**src/rtl/seg_pkg.sv**
```systemverilog
// Shared types, constants and hex-to-7-segment decode for the segment scan driver.
// All segment encodings are active-low, ordered {g,f,e,d,c,b,a}.
package seg_pkg;

    typedef logic [6:0] seg7_t;
    typedef logic [3:0] digit_t;

    localparam seg7_t      SEG_BLANK = 7'h7F;
    localparam logic [3:0] AN_OFF    = 4'hF;

    function automatic seg7_t hex7(input digit_t v);
        seg7_t s;
        case (v)
            4'h0: s = 7'h40;
            4'h1: s = 7'h79;
            4'h2: s = 7'h24;
            4'h3: s = 7'h30;
            4'h4: s = 7'h19;
            4'h5: s = 7'h12;
            4'h6: s = 7'h02;
            4'h7: s = 7'h78;
            4'h8: s = 7'h00;
            4'h9: s = 7'h10;
            4'hA: s = 7'h08;
            4'hB: s = 7'h03;
            4'hC: s = 7'h46;
            4'hD: s = 7'h21;
            4'hE: s = 7'h06;
            default: s = 7'h0E;
        endcase
        return s;
    endfunction

endpackage

```
**src/rtl/seg_tx_sync.sv**
```systemverilog
// Two-flop synchronizer for the asynchronous write strobe, followed by a
// rising-edge detector that yields a single-cycle pulse per strobe.
module seg_tx_sync (
    input  logic clk,
    input  logic clr_n,
    input  logic async_i,
    output logic rise_o
);

    logic s1_q, s2_q, s3_q;

    always_ff @(posedge clk) begin
        if (!clr_n) begin
            s1_q <= 1'b0;
            s2_q <= 1'b0;
            s3_q <= 1'b0;
        end else begin
            s1_q <= async_i;
            s2_q <= s1_q;
            s3_q <= s2_q;
        end
    end

    assign rise_o = s2_q & ~s3_q;

endmodule

```
**src/rtl/seg_scan_driver.sv**
```systemverilog
// Four-digit display memory with time-multiplexed common-anode 7-segment scan.
// Optional leading-zero blanking is enabled by defining SEG_ZERO_BLANK_EN.
module seg_scan_driver
    import seg_pkg::*;
#(
    parameter int PRESCALE = 4,
    parameter int DIGITS   = 4
) (
    input  logic       clk,
    input  logic       clr_n,
    input  logic [3:0] nom_in,
    input  logic [1:0] bit_in,
    input  logic [3:0] le_in,
    input  logic       tx_in,
    output logic [6:0] seg,
    output logic [3:0] an,
    output logic       dp
);

    localparam int PW = $clog2(PRESCALE);

    if (DIGITS != 4) begin : g_bad_digits
        $error("seg_scan_driver supports exactly 4 digits");
    end
    if (PRESCALE < 2 || PRESCALE > 65535) begin : g_bad_prescale
        $error("seg_scan_driver PRESCALE out of range 2..65535");
    end

    logic          wr_stb;
    digit_t        digit_q [4];
    logic [1:0]    cursor_q;
    logic [PW-1:0] pre_q;
    logic [1:0]    scan_idx_q;
    logic          tick;
    seg7_t         seg_q, seg_d;
    logic [3:0]    an_q, an_d;
    logic          dp_q, dp_d;
    logic          blank;

    seg_tx_sync u_tx_sync (
        .clk     (clk),
        .clr_n   (clr_n),
        .async_i (tx_in),
        .rise_o  (wr_stb)
    );

    assign tick = (pre_q == PW'(PRESCALE - 1));

    always_ff @(posedge clk) begin
        if (!clr_n) begin
            for (int i = 0; i < 4; i++) digit_q[i] <= '0;
            cursor_q   <= '0;
            pre_q      <= '0;
            scan_idx_q <= '0;
            seg_q      <= SEG_BLANK;
            an_q       <= AN_OFF;
            dp_q       <= 1'b1;
        end else begin
            if (wr_stb) begin
                digit_q[bit_in] <= nom_in;
                cursor_q        <= bit_in;
            end
            pre_q      <= tick ? '0 : pre_q + 1'b1;
            scan_idx_q <= tick ? scan_idx_q + 2'd1 : scan_idx_q;
            seg_q      <= seg_d;
            an_q       <= an_d;
            dp_q       <= dp_d;
        end
    end

`ifdef SEG_ZERO_BLANK_EN
    // zero_run[i]: digit i and every digit above it hold zero
    logic [3:0] zero_run;
    always_comb begin
        zero_run    = '0;
        zero_run[3] = (digit_q[3] == 4'h0);
        zero_run[2] = zero_run[3] && (digit_q[2] == 4'h0);
        zero_run[1] = zero_run[2] && (digit_q[1] == 4'h0);
        blank       = (scan_idx_q != 2'd0) && zero_run[scan_idx_q];
    end
`else
    assign blank = 1'b0;
`endif

    always_comb begin
        seg_d = SEG_BLANK;
        an_d  = AN_OFF;
        dp_d  = 1'b1;
        if (le_in[scan_idx_q]) begin
            an_d  = ~(4'b0001 << scan_idx_q);
            seg_d = blank ? SEG_BLANK : hex7(digit_q[scan_idx_q]);
            dp_d  = ~(cursor_q == scan_idx_q);
        end
    end

    assign seg = seg_q;
    assign an  = an_q;
    assign dp  = dp_q;

endmodule

```
**config.mk**
```make
export PLATFORM = sky130hd
export DESIGN_NAME = seg_scan_driver
export DESIGN_NICKNAME = d
export VERILOG_FILES = /design/src/rtl/seg_pkg.sv /design/src/rtl/seg_tx_sync.sv /design/src/rtl/seg_scan_driver.sv
export SDC_FILE = /design/constraint.sdc
export NUM_CORES = 1
export LEC_CHECK = 0
export CORE_MARGIN = 8
export CORE_UTILIZATION = 51
export CTS_CLUSTER_SIZE = 10
export DETAILED_ROUTE_END_ITERATION = 10
export GPL_ROUTABILITY_DRIVEN = 0
export PLACE_DENSITY = 0.85
export SLEW_MARGIN = 20
export SYNTH_ARGS = -nofsm -noshare
export SYNTH_HDL_FRONTEND = slang
export SYNTH_SLANG_ARGS = --single-unit
```
**constraint.sdc**
```tcl
create_clock -name clk -period 2.23 [get_ports clk]
set_input_delay 0.669 -clock clk [delete_from_list [all_inputs] [get_ports clk]]
set_output_delay 0.669 -clock clk [all_outputs]
set_load 0.01 [all_outputs]
```
# Word level (Yosys, flattened, before mapping)
# Memory sizes are Yosys's and may differ from the RTL's. A register that Yosys moved wholly into a read port is not among the register bits.
# Index checks and enable logic that the tools add are counted.
[classes]
n_mul = 0
n_div = 0
bitwise_logic = 5
muxes = 11
n_eq_ne = 2
add_sub_neg = 2
reduce_logical = 4
n_shift = 1
magnitude_cmp = 1
[op_table]
columns = ["operator", "count"]
rows = [
  ["$mux 1", 6],
  ["$mux 2", 3],
  ["$add 2x1->2 const B", 2],
  ["$mux 4", 1],
  ["$not 4->4", 1],
  ["$reduce_or 4->1", 1],
  ["$shl 1x2->4 const A", 1],
  ["$lt 2x3->1 const B", 1],
  ["$not 1->1", 3],
  ["$bmux 1 s2", 1],
  ["$eq 2x2->1", 1],
  ["$eq 2x2->1 const B", 1],
  ["$reduce_and 2->1", 1],
  ["$reduce_or 2->1", 1],
  ["$and 1x1->1", 1],
  ["$logic_not 1->1", 1],
]
[word_totals]
latchBits = 0
rom_bits = 112
ramBits = 16
wordCells = 36
register_bits = 14
memories = 2
input_bits = 13
output_inout_bits = 12
[memory_table]
columns = ["memory", "depth", "word_bits", "read_ports", "rd_clocked_by_memory_dff", "write_ports", "line_no", "text"]
rows = [
  ["(no name shown)", 16, 7, 1, 1, 0, "seg_pkg.sv:13", "case (v)"],
  ["digit_q", 4, 4, 1, 1, 4, "seg_scan_driver.sv:30", "digit_t digit_q [4];"],
]

# Longest topological paths before layout
# Gate-level depths: netlist of run 1.
[logic_depth]
depth_word = 7
mapped_depth = 6
depth_no_buf = 6

# Hierarchy
# From an unflattened synthesis of run 1, not the netlist that was laid out.
[hier_totals]
hier_cells = 138
area_unflattened_um2 = 1725.4
[modules_own_cells]
columns = ["mod", "area_each_um2", "cells_each", "n_inst"]
rows = [
  ["seg_scan_driver", 1632.8, 131, 1],
  ["seg_tx_sync", 92.6, 7, 1],
]

# Worst setup path after synthesis of run 1
# OpenSTA, ideal clock, no wires.
[synth_path]
path_type = "flip-flop to flip-flop"
start = "reg with a tool-made name"
end = "reg seg_q[1], in the netlist seg[1]"
path_slack_ns = 0.374
synth_period_minus_slack_ns = 1.856
required_time_ns = 2.108
arrival_time_ns = 1.734
path_stages_with_launch = 7
path_cell_list = "dfxtp_1 > mux4_1 > inv_1 > ha_1 > nor2_1 > a211o_1 > nand3_2"
[synth_lines]
columns = ["element", "line_no", "text"]
rows = [
  ["to (decl)", "seg_scan_driver.sv:35", "seg7_t seg_q, seg_d;"],
]

==> impl_metrics.tcl, run 1 <==
set metrics [dict create \
    grt_remaining_overflow 0 \
    ys_types 31 \
    synth.avg_cell_area_um2 12.5 \
    dominantRegCellSynth "dfxtp_1" \
    setup.reg_to_reg.worst_slack_ns 0.26 \
    path_clk_slew_ns 0.11 \
    static-leakage-power_nw 0.809 \
    ant_nets 0 \
    clock-root-buffer "clkbuf_4" \
    post_cts_resize_count 0 \
    power_density_nw_per_um2 634 \
    initial_antenna_violation_count 0 \
    drcViolationCount 0 \
    worstRegToRegCells 6 \
    required_ns 2.44 \
    route.met3.wl_um 235 \
    num_io_pins 25 \
    setup_total_negative_slack_ns 0 \
    clock_insertion_delay_worst_skew_ns 0.34 \
    start_util_pct 52.2 \
    cts_hold_buffers 0 \
    finish.instance_area_um2 2060 \
    grt_usage_pct 12.2 \
    wl_um 3130 \
    fin_nets 192 \
    run_status "finished clean" \
    regToRegEndpoint "seg[1]$_SDFF_PN1_" \
    synthCells 137 \
    setup.worst_path.class "reg2reg" \
    insertedDiodeCount 0 \
    worst_path_max_delay_cell "mux4_2" \
    synth-edff-count 16 \
    rsz0062_at_grt "false" \
    routed.top_layer "met4" \
    register_area_um2 942 \
    start_kind "register" \
    min_period_ns 1.97 \
    worstSetupEndpoint "seg[1]$_SDFF_PN1_" \
    tritoncts "built" \
    clock-sinks 39 \
    max-slew-margin-rel_pct 72.4 \
    maxSlewViolCount 0 \
    final_setup_violation_count 0 \
    worst_setup_path_end_kind "register" \
    worstPathCellList "mux4_2 -> inv_1 -> ha_1 -> nor2_1 -> a211o_1 -> nand3_2" \
    cp.arrival_ns 2.18 \
    least_margin_pin_slew_ns 0.413 \
    die-area_um2 5470 \
    first_global_vias 1099 \
    ys_seq_elements 39 \
    floorplan.die.width_um 74.0 \
    dr.first_iter.drc_count 102 \
    grt_max_degree 20 \
    die_h_um 74.0 \
    cap_violations 0 \
    post_cts.repair.setup_buffers 0 \
    drt-met1-wl_um 1270 \
    cp_max_fo 6 \
    final_hold_viol_count 0 \
    ir_worst_vdd_mv 0.507 \
    hold_class "reg2reg" \
    placed_area_um2 2020 \
    vias_per_cell 5.14 \
    drive_gt1_share_pct 10.7 \
    postSynthNetCount 161 \
    clk_path_buf_depth 2 \
    grt_first_pass_wirelength_um 5000 \
    htreeDepth 2 \
    met2WireLength_um 1580 \
    layout_worst_path_cycle_share_pct 88.4 \
    design.core.area_um2 3280 \
    layout-area-overhead-vs-synth_pct 20.5 \
    final.setup_skew_ns 0.0141 \
    achievable_clock_frequency_ghz 0.507 \
    route.vias.total 1106 \
    wl_per_cell_um 14.6 \
    fp-row-count 21 \
    placement.io_buffers 24 \
    asyncSetResetFlopFracSynth_pct 0 \
    dp.final_hpwl_um 2400 \
    worst_path_largest_cell_delay_ns 0.60 \
    tritoncts.num_buffers 5 \
    drt_pre_antenna_iters 4 \
    syn_area_um2 1710 \
    synth.yosys.seq_area_share_pct 54.9 \
    multi_input_comb_area_um2 713 \
    yosys_warnings 0 \
    holdCritStartpoint "pre_q[0]$_SDFF_PP0_" \
    fillCellCount 273 \
]
## cells in the mapped netlist, types with 4 or more instances
| master | number | area [um^2] |
|---|---|---|
| nor2b_1 | 4 | 25.0 |
| and2_1 | 18 | 113 |
| mux2i_1 | 4 | 40.0 |
| and3_1 | 4 | 25.0 |
| nand2b_1 | 4 | 25.0 |
| edfxtp_1 | 16 | 480 |
| o221ai_1 | 4 | 35.0 |
| nand2_1 | 7 | 26.3 |
| dfxtp_1 | 23 | 460 |
| ha_1 | 11 | 138 |
| inv_1 | 6 | 22.5 |
## state kept, by name, indices dropped and copies added (netlist names), named ones only
| name | count |
|---|---|
| digit_q | 16 |
| scan_idx_q | 2 |
| pre_q | 2 |
| an | 4 |
| seg | 7 |
| u_tx_sync.s1_q | 1 |
| cursor_q | 2 |
| u_tx_sync.s2_q | 1 |
| dp | 1 |
| u_tx_sync.s3_q | 1 |
## cell families after synthesis
logic type	after synthesis	share of synthesized area, %
fa+ha+maj	11	8.03
simple gates	51	17.7
flops	39	54.9
xor+xnor	3	1.53
compound gates	13	5.40
buf+inv	11	2.99
mux	9	9.35
## layout by cell type, fill, tap and decap left out, types with 3 or more instances in the layout
cell type,Yosys,layout
a21oi_1,3,3
and2_1,18,18
and3_1,4,4
buf_4,0,5
clkbuf_4,0,5
clkdlybuf4s50_1,0,24
dfxtp_1,23,22
edfxtp_1,16,16
ha_1,11,11
inv_1,6,6
mux2i_1,4,4
mux4_2,3,5
nand2_1,7,7
nand2b_1,4,4
nand3_1,3,3
nor2b_1,4,4
nor3b_1,3,3
o221ai_1,4,4
## power breakdown
part / internal (mW) / switching, mW / leakage (nW)
clock network: 0.126 / 0.222 / 0.0298
logic: 0.0895 / 0.0791 / 0.420
registers: 0.777 / 0.0162 / 0.359
total: 0.992 / 0.318 / 0.809
## stage by stage
stage | cells | power, mW | worst slack, ns | util, % | hold WS, ns
4_1_cts | 215 | 1.31 | 0.0672 | 63.0 | 0.439
3_3_place_gp | 207 | 0.967 | 0.208 | 61.5 | 0.412
5_1_grt | 215 | 1.36 | 0.0912 | 62.9 | 0.466
2_1_floorplan | 137 | 0.901 | 0.374 | - | 0.403
3_5_place_dp | 207 | 0.977 | 0.112 | 61.5 | 0.423
6_report | 215 | 1.31 | 0.259 | 62.9 | 0.440
## worst min path at each step
stage                           to  slack, ns  cells after the start
2_1_floorplan  pre_q[0]$_SDFF_PP0_       0.40                      1
3_3_place_gp   pre_q[0]$_SDFF_PP0_       0.41                      1
3_5_place_dp   pre_q[0]$_SDFF_PP0_       0.42                      1
4_1_cts        pre_q[0]$_SDFF_PP0_       0.44                      1
5_1_grt        pre_q[0]$_SDFF_PP0_       0.47                      1
6_report       pre_q[0]$_SDFF_PP0_       0.44                      1
## routing by layer
metal	global-route usage, %	vias up
li1	-	543
met1	12.4	520
met2	21.3	37
met3	5.26	6
met4	5.10	0
met5	0	-
## area by class of cell
| type | count | share of cell area (%) |
|---|---|---|
| well taps | 46 | 2.79 |
| clock inverters | 1 | 0.303 |
| inverters | 6 | 1.09 |
| flip-flops and latches | 39 | 45.6 |
| repair buffers | 29 | 13.5 |
| clock buffers | 7 | 2.18 |
| multi-input cells | 87 | 34.5 |
## critical path: cells and delay by family (launching register included)
kind            cells  cell delay, ns
compound gates      1            0.16
mux                 1            0.60
simple gates        2            0.25
flops               1            0.42
fa+ha+maj           1            0.25
buf+inv             1            0.16
No activity file was read; power rests on OpenSTA's default activity.
==> run 2, diff against run 1 <==
--- a/config.mk
+++ b/config.mk
@@ -6,11 +6,11 @@
 export NUM_CORES = 1
 export LEC_CHECK = 0
 export CORE_MARGIN = 8
-export CORE_UTILIZATION = 51
+export CORE_UTILIZATION = 35
 export CTS_CLUSTER_SIZE = 10
 export DETAILED_ROUTE_END_ITERATION = 10
 export GPL_ROUTABILITY_DRIVEN = 0
-export PLACE_DENSITY = 0.85
+export PLACE_DENSITY = 0.65
 export SLEW_MARGIN = 20
 export SYNTH_ARGS = -nofsm -noshare
 export SYNTH_HDL_FRONTEND = slang
==> run 2 against run 1 <==
Against the previous run: design area is 3.5% higher; global-route usage is 3.1 points lower; sequential power is essentially flat; cell count increased by 10%; utilization is 18 points lower; critical path depth shrank 1; die area up 35%; worst hold slack better by 0.0010 ns; clock power up 30%; combinational power barely moved; total power is 7.9% higher; critical endpoint is now seg[5]$_SDFF_PN1_.
==> impl_metrics.tcl, run 2 (synthesized netlist as in run 1, its figures left out) <==
set metrics [dict create \
    path_clk_slew_ns 0.07 \
    cts_hold_buffers 0 \
    worst_path_largest_cell_delay_ns 0.72 \
    required_ns 2.37 \
    report.power.total_mw 1.41 \
    wl_um 3090 \
    clockPowerShare_pct 32.0 \
    dp.final_hpwl_um 2400 \
    largest_register "digit_q" \
    layout_commonest_cell "clkdlybuf4s50_1" \
    initial_antenna_violation_count 0 \
    static-leakage-power_nw 0.833 \
    finalWorstSetupSlack_ns 0.170 \
    critical-path-top-delay-family "multiplexers" \
    tritoncts.num_buffers 5 \
    design.core.area_um2 4720 \
    tritoncts "built" \
    first_global_vias 1110 \
    worst_path_max_delay_cell "mux4_1" \
    worstPathCellList "mux4_1 -> ha_1 -> and2b_1 -> a21oi_1 -> o221ai_1" \
    least_margin_pin_slew_ns 0.448 \
    drive_gt1_share_pct 9.41 \
    floorplan.die.width_um 86.0 \
    ir_worst_vdd_mv 0.443 \
    hold_class "reg2reg" \
    post_cts.repair.setup_buffers 0 \
    die-area_um2 7390 \
    wl_per_cell_um 13.0 \
    post-route-util_pct 45.2 \
    power.switching_fraction_pct 23.7 \
    cp.arrival_ns 2.20 \
    p_int_mw 1.08 \
    min_period_ns 2.06 \
    max-slew-margin-rel_pct 70.1 \
    start_kind "register" \
    vias_per_cell 4.58 \
    grt_max_degree 15 \
    fp-row-count 25 \
    drt_pre_antenna_iters 4 \
    total_switching_power_mw 0.334 \
    num_io_pins 25 \
    fin_nets 193 \
    placed_cells_incl_taps 229 \
    achievable_clock_frequency_ghz 0.485 \
    placement.io_buffers 24 \
    power_density_nw_per_um2 661 \
    rsz0062_at_grt "false" \
    clock-sinks 39 \
    final_setup_violation_count 0 \
    die_h_um 86.0 \
    p_seq_share_pct 56.2 \
    setup_total_negative_slack_ns 0 \
    grt_usage_pct 9.06 \
    clock-root-buffer "clkbuf_8" \
    setup.worst_path.class "reg2reg" \
    post_cts_resize_count 0 \
    largest_register_ff_count 16 \
    grt_remaining_overflow 0 \
    start_util_pct 36.3 \
    final.setup_skew_ns 0.00392 \
    share_of_total_power_in_combinational_logic_pct 11.8 \
    drcViolationCount 0 \
    run_status "finished clean" \
    cp_max_fo 6 \
    ant_nets 0 \
    route.vias.total 1086 \
    post_layout_nonfiller_instances 237 \
    worst_setup_path_end_kind "register" \
    cap_violations 0 \
    insertedDiodeCount 0 \
    layout_worst_path_cycle_share_pct 92.4 \
    layout.cells.most_common_list "24 x clkdlybuf4s50_1, 23 x dfxtp_1, 18 x and2_1, 16 x edfxtp_1, 11 x ha_1" \
    final_hold_viol_count 0 \
    dr.first_iter.drc_count 55 \
    htreeDepth 2 \
    grt_first_pass_wirelength_um 5130 \
    critical_path.n_buffers_inverters 0 \
    maxSlewViolCount 0 \
    pre_cts_slack_ns 0.0509 \
    layout-area-overhead-vs-synth_pct 24.8 \
    clk_path_buf_depth 2 \
    clock_insertion_delay_worst_skew_ns 0.29 \
]
==> run 2: final cells by class <==
cell class                 instances  area [um^2]
inverter                           6         22.5
timing repair buffer              30          285
clock buffer                       5         68.8
clock inverter                     3         15.0
fill                             433         2590
tap                               67         83.8
sequential                        39          941
multi-input combinational         87          721
==> run 2: power by group through the flow <==
stage	clock network (mW)	registers, mW	logic (mW)
finish	0.452	0.794	0.167
global route	0.498	0.798	0.184
detailed placement	0	0.811	0.167
floorplan	0	0.812	0.0894
CTS	0.466	0.794	0.168
global placement	0	0.808	0.164
==> run 2: worst paths after layout <==
path | from | end | slack [ns] | cells after the start
worst min-delay path | pre_q[0]$_SDFF_PP0_ | pre_q[0]$_SDFF_PP0_ | 0.44 | 1
worst max register to register | register | seg[5]$_SDFF_PN1_ | 0.17 | 5
worst min register to register | pre_q[0]$_SDFF_PP0_ | pre_q[0]$_SDFF_PP0_ | 0.44 | 1
worst max-delay path | register | seg[5]$_SDFF_PN1_ | 0.17 | 5
==> run 2: metal layers <==
layer  track usage (%)  share of wire (%)
met5                 0                  0
met4              3.82                1.4
met3              4.30                6.5
met2              14.6                 47
met1              9.97                 45
==> run 2: per-stage QoR <==
stage	cell area, um^2	hold WS, ns
after floorplan	1710	0.403
after global placement	2050	0.411
after detailed placement	2050	0.427
after CTS	2140	0.441
after global routing	2140	0.464
final	2140	0.441
==> run 2: worst reg2reg max path: stages, from the launching register on <==
cell and delay (ns):
dfxtp_1 0.45, mux4_1 0.72, ha_1 0.29, and2b_1 0.17
a21oi_1 0.14, o221ai_1 0.14
==> run 3, diff against run 2 <==
--- a/config.mk
+++ b/config.mk
@@ -5,12 +5,13 @@
 export SDC_FILE = /design/constraint.sdc
 export NUM_CORES = 1
 export LEC_CHECK = 0
+export ABC_AREA = 1
 export CORE_MARGIN = 8
 export CORE_UTILIZATION = 35
 export CTS_CLUSTER_SIZE = 10
 export DETAILED_ROUTE_END_ITERATION = 10
 export GPL_ROUTABILITY_DRIVEN = 0
-export PLACE_DENSITY = 0.65
+export PLACE_DENSITY = 0.64
 export SLEW_MARGIN = 20
 export SYNTH_ARGS = -nofsm -noshare
 export SYNTH_HDL_FRONTEND = slang
==> constraint.sdc (replaced) <==
create_clock -name clk -period 2.35 [get_ports clk]
set_input_delay 0.705 -clock clk [delete_from_list [all_inputs] [get_ports clk]]
set_output_delay 0.705 -clock clk [all_outputs]
set_load 0.01 [all_outputs]
==> run 3 against run 2 <==
Against the previous run: routed wire length up 3.3%; sequential power down 2.9%; area after synthesis up 5.8%; register-to-register slack better by 0.44 ns; total power up 15%; clock power up 27%; clock-buffer cell count up 1; non-clock buffer count down 3; utilization down 0.26 points; die area up 4.7%; worst setup slack better by 0.26 ns; combinational power up 64%; largest power group unchanged; highest routed layer unchanged.
==> impl_metrics.tcl, run 3 <==
set metrics [dict create \
    cap_violations 0 \
    drive_gt1_share_pct 11.0 \
    post-route-util_pct 45.0 \
    path_clk_slew_ns 0.07 \
    floorplan.die.width_um 88.0 \
    worstRegToRegCells 10 \
    wl_um 3190 \
    synthCells 204 \
    layout_worst_path_cycle_share_pct 81.9 \
    num_io_pins 25 \
    final.setup_skew_ns 0.00512 \
    synth.yosys.seq_area_share_pct 51.9 \
    wl_per_cell_um 10.4 \
    largest_register_ff_count 16 \
    die-area_um2 7740 \
    run_status "finished clean" \
    synth-edff-count 16 \
    layout-area-overhead-vs-synth_pct 25.1 \
    tritoncts.num_buffers 5 \
    power.switching_fraction_pct 24.8 \
    fin_nets 260 \
    cp.arrival_ns 1.92 \
    layout_commonest_cell "nand2_1" \
    start_kind "input port" \
    worstSetupEndpoint "digit_q[2][0]$_SDFFCE_PN0P_" \
    grt_usage_pct 9.20 \
    synth.area.top_cells "edfxtp_1 27%, dfxtp_1 25%, nand2_1 11%, ha_1 7.6%, nand3_1 6.9%" \
    rsz0062_at_grt "false" \
    ys_seq_elements 39 \
    least_margin_pin_slew_ns 0.369 \
    die_h_um 88.0 \
    regToRegEndpoint "seg[0]$_SDFF_PN1_" \
    synthMostInstantiatedCell "nand2_1" \
    syn_area_um2 1810 \
    multi_input_comb_area_um2 762 \
    initial_antenna_violation_count 0 \
    cp_max_fo 5 \
    clock_insertion_delay_worst_skew_ns 0.29 \
    first_global_vias 1274 \
    hold_class "reg2reg" \
    dp.final_hpwl_um 2590 \
    asyncSetResetFlopFracSynth_pct 0 \
    fp-row-count 26 \
    power_density_nw_per_um2 714 \
    dominantRegCellSynth "dfxtp_1" \
    yosys_warnings 0 \
    post_cts.repair.setup_buffers 0 \
    clock-root-buffer "clkbuf_8" \
    min_period_ns 1.92 \
    final_setup_violation_count 0 \
    critical_path.startpoint "clr_n" \
    clockPowerShare_pct 35.5 \
    total_switching_power_mw 0.401 \
    dr.first_iter.drc_count 23 \
    placement.io_buffers 24 \
    share_of_total_power_in_combinational_logic_pct 16.9 \
    maxSlewViolCount 0 \
    synth_top_cells_by_count "54 x nand2_1, 26 x nor2_1, 25 x nand3_1" \
    static-leakage-power_nw 0.996 \
    ir_worst_vdd_mv 0.365 \
    post-synth-top-area-fraction_pct 26.5 \
    largest_register "digit_q" \
    synth_top_area_cell "edfxtp_1" \
    ant_nets 0 \
    final_hold_viol_count 0 \
    grt_max_degree 14 \
    vias_per_cell 4.31 \
    route.vias.total 1322 \
    design.core.area_um2 5040 \
    drt_pre_antenna_iters 4 \
    worst_setup_path_end_kind "register" \
    setup_total_negative_slack_ns 0 \
    achievable_clock_frequency_ghz 0.520 \
    htreeDepth 2 \
    post_cts_resize_count 0 \
    postSynthNetCount 228 \
    grt_remaining_overflow 0 \
    required_ns 2.34 \
    insertedDiodeCount 0 \
    grt_first_pass_wirelength_um 5490 \
    start_util_pct 36.0 \
    setup.reg_to_reg.worst_slack_ns 0.61 \
    clk_path_buf_depth 2 \
    fillCellCount 498 \
    layout.cells.most_common_list "54 x nand2_1, 26 x nor2_1, 25 x nand3_1, 24 x clkdlybuf4s50_1, 23 x dfxtp_1" \
    p_seq_share_pct 47.6 \
    setup.worst_path.class "in2reg" \
    register_area_um2 941 \
    cts_hold_buffers 0 \
    ys_types 26 \
    synth.avg_cell_area_um2 8.89 \
    max-slew-margin-rel_pct 75.4 \
    p_int_mw 1.22 \
    clock-sinks 39 \
    tritoncts "built" \
    drcViolationCount 0 \
]
[run 3: kinds of logic after synthesis]
family,after synthesis,share of synthesized area (%)
simple gates,118,30.4
flops,39,51.9
buf+inv,25,6.07
fa+ha+maj,11,7.59
compound gates,10,3.52
xor+xnor,1,0.483
[run 3: critical path, stage by stage]
cell             delay (ns)
clkdlybuf4s50_1        0.50
nand2_1                0.08
nor2_1                 0.23
nand3_1                0.21
nand2_1                0.20
[run 3: layer usage]
| layer | GRT usage [%] | wire length, um | vias to the layer above |
|---|---|---|---|
| li1 | - | - | 716 |
| met1 | 9.51 | 1480 | 576 |
| met2 | 15.7 | 1500 | 22 |
| met3 | 2.81 | 132 | 8 |
| met4 | 6.09 | 85 | 0 |
| met5 | 0 | 0 | - |
[run 3: power groups by stage]
stage	Clock [mW]	Sequential [mW]	Combinational, mW
floorplan	0	0.791	0.173
global placement	0	0.787	0.274
detailed placement	0	0.788	0.277
CTS	0.590	0.772	0.278
global route	0.622	0.777	0.311
finish	0.574	0.771	0.274
[run 3: layout make-up]
class,instances,area share [%]
clock inverter,2,1.71
tap,70,3.86
timing repair buffer,27,11.6
clock buffer,6,3.64
multi-input combinational,140,33.6
inverter,23,4.14
sequential,39,41.5
[run 3: worst min-delay path by stage]
stage	start	end	slack [ns]	cells past startpoint
CTS	u_tx_sync.s1_q$_SDFF_PN0_	u_tx_sync.s2_q$_SDFF_PN0_	0.42	2
floorplan	u_tx_sync.s1_q$_SDFF_PN0_	u_tx_sync.s2_q$_SDFF_PN0_	0.39	2
global route	u_tx_sync.s1_q$_SDFF_PN0_	u_tx_sync.s2_q$_SDFF_PN0_	0.45	2
finish	u_tx_sync.s1_q$_SDFF_PN0_	u_tx_sync.s2_q$_SDFF_PN0_	0.42	2
global placement	u_tx_sync.s1_q$_SDFF_PN0_	u_tx_sync.s2_q$_SDFF_PN0_	0.39	2
detailed placement	u_tx_sync.s1_q$_SDFF_PN0_	u_tx_sync.s2_q$_SDFF_PN0_	0.40	2
[run 3: metrics by stage]
step / hold WS [ns] / area, um^2 / cells / total power [mW] / setup slack [ns]
3_5_place_dp: 0.404 / 2150 / 299 / 1.06 / 0.133
2_1_floorplan: 0.390 / 1810 / 204 / 0.963 / 0.773
5_1_grt: 0.448 / 2270 / 307 / 1.71 / 0.320
3_3_place_gp: 0.393 / 2150 / 299 / 1.06 / 0.177
6_report: 0.417 / 2270 / 307 / 1.62 / 0.425
4_1_cts: 0.424 / 2270 / 307 / 1.64 / 0.433
